## src/rtl/tartaruga_pkg.sv

```systemverilog
// Shared types for the tartaruga decode/execute/memory interfaces.
// Only the parts used by the execute-side multiplier are defined here.
package tartaruga_pkg;

    localparam int EXE_STAGES_MULT = 4;

    typedef logic [4:0] reg_addr_t;

    typedef enum logic [1:0] {
        ALU = 2'd0,
        MUL = 2'd1,
        MEM = 2'd2,
        PC4 = 2'd3
    } wb_origin_t;

    typedef struct packed {
        logic [6:0] func7;
        reg_addr_t  rs2;
        reg_addr_t  rs1;
        logic [2:0] func3;
        reg_addr_t  rd;
        logic [6:0] opcode;
    } rtype_t;

    typedef union packed {
        logic [31:0] raw;
        rtype_t      rtype;
    } instr_u;

    typedef struct packed {
        instr_u     instr;
        wb_origin_t wb_origin;
        reg_addr_t  addr_rd;
        logic       write_enable;
    } dec_instr_t;

    typedef struct packed {
        logic        valid;
        dec_instr_t  instr;
        logic [31:0] data_rs1;
        logic [31:0] data_rs2;
    } decode_to_exe_t;

    typedef struct packed {
        logic        valid;
        dec_instr_t  instr;
        logic [31:0] data_rs2;
        logic [31:0] result;
        logic        branch_taken;
    } exe_to_mem_t;

    // addi x0, x0, 0
    localparam dec_instr_t NOP_DEC = '{
        instr: 32'h0000_0013, wb_origin: ALU, addr_rd: 5'd0, write_enable: 1'b0
    };

    localparam decode_to_exe_t NOP_INSTR = '{
        valid: 1'b0, instr: NOP_DEC, data_rs1: 32'd0, data_rs2: 32'd0
    };

endpackage

```

## src/rtl/exe_mul_pipe.sv

```systemverilog
// Fixed-latency RV32M multiply pipe (MUL/MULH/MULHSU/MULHU) with stall/flush.
// Define TARTARUGA_MULH_EN to build the high-half ops; otherwise only MUL is produced.
module exe_mul_pipe
    import tartaruga_pkg::*;
#(
    parameter int STAGES = EXE_STAGES_MULT
) (
    input  logic                         clk_i,
    input  logic                         rst_i,
    input  decode_to_exe_t               instr_i,
    input  logic                         stall_i,
    input  logic                         flush_i,
    output exe_to_mem_t                  result_o,
    output logic                         busy_o,
    output reg_addr_t [STAGES-1:0]       pending_rd_o,
    output logic [STAGES-1:0]            pending_we_o
);

    logic        w_accept;
    logic [2:0]  w_func3;
    logic [31:0] w_result;
    exe_to_mem_t w_stg0;
    exe_to_mem_t w_rst_pkt;

    exe_to_mem_t       r_pkt [STAGES];
    logic [STAGES-1:0] r_vld;

    assign w_accept = instr_i.valid && (instr_i.instr.wb_origin == MUL) && !stall_i && !flush_i;
    assign w_func3  = instr_i.instr.instr.rtype.func3;

`ifdef TARTARUGA_MULH_EN
    logic               w_a_sgn;
    logic               w_b_sgn;
    logic signed [32:0] w_a;
    logic signed [32:0] w_b;
    logic signed [65:0] w_prod;
    logic               w_unused_hi;

    // MULH treats both operands as signed, MULHSU only rs1
    assign w_a_sgn     = (w_func3 == 3'b001) || (w_func3 == 3'b010);
    assign w_b_sgn     = (w_func3 == 3'b001);
    assign w_a         = $signed({w_a_sgn & instr_i.data_rs1[31], instr_i.data_rs1});
    assign w_b         = $signed({w_b_sgn & instr_i.data_rs2[31], instr_i.data_rs2});
    assign w_prod      = w_a * w_b;
    assign w_unused_hi = ^w_prod[65:64];

    always_comb begin
        w_result = 32'd0;
        case (w_func3)
            3'b000:                 w_result = w_prod[31:0];
            3'b001, 3'b010, 3'b011: w_result = w_prod[63:32];
            default:                w_result = 32'd0;
        endcase
    end
`else
    logic [31:0] w_lo;

    assign w_lo     = instr_i.data_rs1 * instr_i.data_rs2;
    assign w_result = (w_func3 == 3'b000) ? w_lo : 32'd0;
`endif

    always_comb begin
        w_stg0              = '0;
        w_stg0.valid        = w_accept;
        w_stg0.instr        = instr_i.instr;
        w_stg0.data_rs2     = instr_i.data_rs2;
        w_stg0.result       = w_result;
        w_stg0.branch_taken = 1'b0;

        w_rst_pkt       = '0;
        w_rst_pkt.instr = NOP_INSTR.instr;
    end

    // Data fields always shift on advance; only the valid pipe decides what is live
    always_ff @(posedge clk_i) begin
        if (rst_i) begin
            r_vld <= '0;
            for (int k = 0; k < STAGES; k++) r_pkt[k] <= w_rst_pkt;
        end else if (flush_i) begin
            r_vld <= '0;
        end else if (!stall_i) begin
            r_vld[0] <= w_accept;
            r_pkt[0] <= w_stg0;
            for (int k = 1; k < STAGES; k++) begin
                r_vld[k] <= r_vld[k-1];
                r_pkt[k] <= r_pkt[k-1];
            end
        end
    end

    always_comb begin
        result_o       = r_pkt[STAGES-1];
        result_o.valid = r_vld[STAGES-1];
        busy_o         = |r_vld;
        for (int k = 0; k < STAGES; k++) begin
            pending_rd_o[k] = r_pkt[k].instr.addr_rd;
            pending_we_o[k] = r_vld[k] & r_pkt[k].instr.write_enable;
        end
    end

endmodule

```

## config.mk

```make
export PLATFORM = sky130hd
export DESIGN_NAME = exe_mul_pipe
export DESIGN_NICKNAME = d
export VERILOG_FILES = /design/src/rtl/tartaruga_pkg.sv /design/src/rtl/exe_mul_pipe.sv
export SDC_FILE = /design/constraint.sdc
export NUM_CORES = 2
export LEC_CHECK = 0
export CAP_MARGIN = 20
export CORE_AREA = 2 2 242 244
export DETAILED_ROUTE_END_ITERATION = 7
export DIE_AREA = 0 0 244 246
export GPL_ROUTABILITY_DRIVEN = 0
export PLACE_DENSITY = 0.78
export SLEW_MARGIN = 0
export SYNTH_ARGS = -nofsm -noshare
export SYNTH_HDL_FRONTEND = slang
export SYNTH_SLANG_ARGS = --single-unit
export TNS_END_PERCENT = 10
```

## constraint.sdc

```tcl
create_clock -name clk_i -period 27.6 [get_ports clk_i]
set_clock_uncertainty 0.15 [all_clocks]
set_input_delay 5.52 -clock clk_i [delete_from_list [all_inputs] [get_ports clk_i]]
set_output_delay 5.52 -clock clk_i [all_outputs]
set_load 0.01 [all_outputs]
```

==> impl_metrics.csv <==
group,metric,value,unit
final_layout,fillers,4356,
routing,vias,18792,
routing,wirelength,65.0,mm
clock_network,ctsHtreeMaxLevel,2,
status,status,"finished, final reports clean",
sta,rsz0062_at_grt,"false",
logic_synthesis,synth-edff-count,416,
hold_path,min_path_type,"reg2reg",
sta,fmax,0.0781,GHz
worst_setup_path,cp-start-kind,"input port",
sta,worstMarginPinSlew,1.15,ns
clock_network,cts_root_buf,"clkbuf_16",
final_layout,drive_gt1_share,3.45,%
place,dp_hpwl,47.5,mm
worst_setup_path,path_max_fanout,28,
sta,min_period_over_period,46.4,%
floorplanning,coreArea,57400,um2
clock_network,clk_pin_slew,0.07,ns
sta,fin_crit,12.80,ns
logic_synthesis,ys.warnings.count,0,
final_layout,final_cell_mix,"and2_1 (747), edfxtp_1 (416), fa_1 (408), inv_1 (361), clkdlybuf4s50_1 (238)",
place,place_area,34200,um2
grt,grt_usage,22.4,%
routing,dr.pass1.iters,5,
sta,tns,0,ns
grt,grt_pass1_wl,105,mm
final_layout,final_common_cell,"and2_1",
logic_synthesis,synth_cell_type_count,50,
sta,setup_violations,0,
worst_setup_path,required,27.82,ns
floorplanning,die_w,244,um
floorplanning,design.die.area,60000,um2
sta,slew-limit-headroom,23.4,%
routing,wire_per_inst,18.2,um
worst_setup_path,path_class,"in2reg",
clock_network,cts_tree,"done",
clock_network,cts_setup_buffers,0,
floorplanning,ioPinCount,240,
sta,final_max_slew_viol_count,0,
sta,finalHoldViolCount,0,
place,port_buffers,238,
floorplanning,start_util,54.6,%
clock_network,postCtsResizedCells,0,
logic_synthesis,yosysTopAreaCellShare,39.9,%
final_layout,layout.nets,3424,
clock_network,clk_latency,0.52,ns
floorplanning,rows,88,
logic_synthesis,synth_area_leaders,"edfxtp_1 (40%), fa_1 (26%), and2_1 (15%)",
grt,grt_overflow,0,
routing,ant_nets,0,
grt,grt_max_degree,152,
clock_network,cts_buffer_depth,3,
logic_synthesis,post_synth_inst_count,2623,
grt,antenna_found_initial,0,
worst_setup_path,cp_data_arrival_time,13.02,ns
logic_synthesis,yosys_register_bits,420,
final_layout,final_cell_area,35500,um2
logic_synthesis,syn_avg_cell_area,11.9,um2
logic_synthesis,synth_nets,3263,
flow_run,drv_cap,0,
logic_synthesis,yosysSeqAreaShare,40.2,%
clock_network,hold_buffers,0,
logic_synthesis,synth_area_leader_cell,"edfxtp_1",
clock_network,numCtsBuffers,38,
final_layout,area_delta_synth_final,13.5,%
worst_setup_path,cp-end-kind,"flop",
grt,grt_pass1_vias,20520,
sta,whs,0.348,ns
floorplanning,die_h,246,um
logic_synthesis,syn_area,31300,um2
clock_network,clock-sinks,420,
routing,drcViolationCount,0,
logic_synthesis,synthArstFlopShare,0,%
routing,via_per_inst,5.26,
routing,first_iter_violations,1160,
logic_synthesis,ys.flop_type,"edfxtp_1",
==> cell families (layout without fill, tap and decap cells) <==
logic type	after synthesis	after routing	share of synthesized area [%]
DFF	420	420	40.2
buffers and inverters	512	697	6.43
and+or+nand+nor	1000	1000	18.3
AOI/OAI and AO/OA	73	73	1.64
muxes	3	3	0.0959
other	1	2	0.0120
xor gates and xnor gates	83	83	2.32
adders and majority gates	531	531	31.0
==> synth_stat cells, drive strengths merged, types with 16 or more instances <==
cell type,count
a21o,16
a21oi,21
and2,747
buf,25
clkbuf,126
edfxtp,416
fa,408
ha,123
inv,361
nand2,172
nor2,35
xnor2,64
xor2,19
==> layout make-up <==
| class | instances | area (um2) | share of cell area (%) |
|---|---|---|---|
| Multi-Input combinational cell | 1691 | 16700 | 47.1 |
| Sequential cell | 420 | 12600 | 35.4 |
| Timing Repair Buffer | 272 | 2680 | 7.53 |
| Clock buffer | 44 | 1040 | 2.92 |
| Inverter | 361 | 1360 | 3.81 |
| Clock inverter | 20 | 201 | 0.567 |
| Antenna cell | 1 | 2.50 | 0.00704 |
| Tap cell | 765 | 957 | 2.69 |
==> worst paths after layout <==
check	start	endpoint	slack, ns	depth (start not counted)
min	r_pkt[2][77]$_SDFFCE_PN1P_	r_pkt[3][77]$_SDFFCE_PN1P_	0.35	1
max reg2reg	r_pkt[2][67]$_SDFFCE_PN0P_	r_pkt[3][67]$_SDFFCE_PN0P_	26.62	1
min reg2reg	r_pkt[2][77]$_SDFFCE_PN1P_	r_pkt[3][77]$_SDFFCE_PN1P_	0.35	1
max	instr_i[5]	r_pkt[0][31]$_SDFFCE_PN0P_	14.80	21
==> layer usage <==
layer / vias up / global-route usage (%) / wire length, um
li1: 8411 / - / -
met1: 9451 / 29.4 / 26700
met2: 759 / 37.2 / 31100
met3: 171 / 3.43 / 4390
met4: 0 / 9.58 / 2730
met5: - / 0 / 0
==> through the flow <==
step	instances	utilization, %	setup slack, ns
finish	3574	62.0	14.80
global route	3573	62.0	14.51
CTS	3571	61.9	14.86
detailed placement	3507	59.7	14.30
global placement	3507	59.7	14.42
floorplan	2623	-	1.51
==> registers in the layout (all words and copies together) (netlist names) <==
register,flops
r_vld,4
r_pkt,416
==> critical path, stage by stage <==
cell,delay (ns)
clkdlybuf4s50_1,0.95
and2_1,0.45
fa_1,0.58
fa_1,0.45
fa_1,0.51
inv_1,0.05
fa_1,0.49
inv_1,0.06
fa_1,0.47
fa_1,0.57
fa_1,0.43
fa_1,0.44
ha_1,0.36
a21o_1,0.20
a21o_1,0.18
a21oi_1,0.20
o21ai_0,0.16
a21o_1,0.21
o21a_1,0.22
or4_4,0.42
o211ai_2,0.07
Power is not shown: default switching activity piles up to over one toggle a cycle in this logic, so the estimate is an artifact.
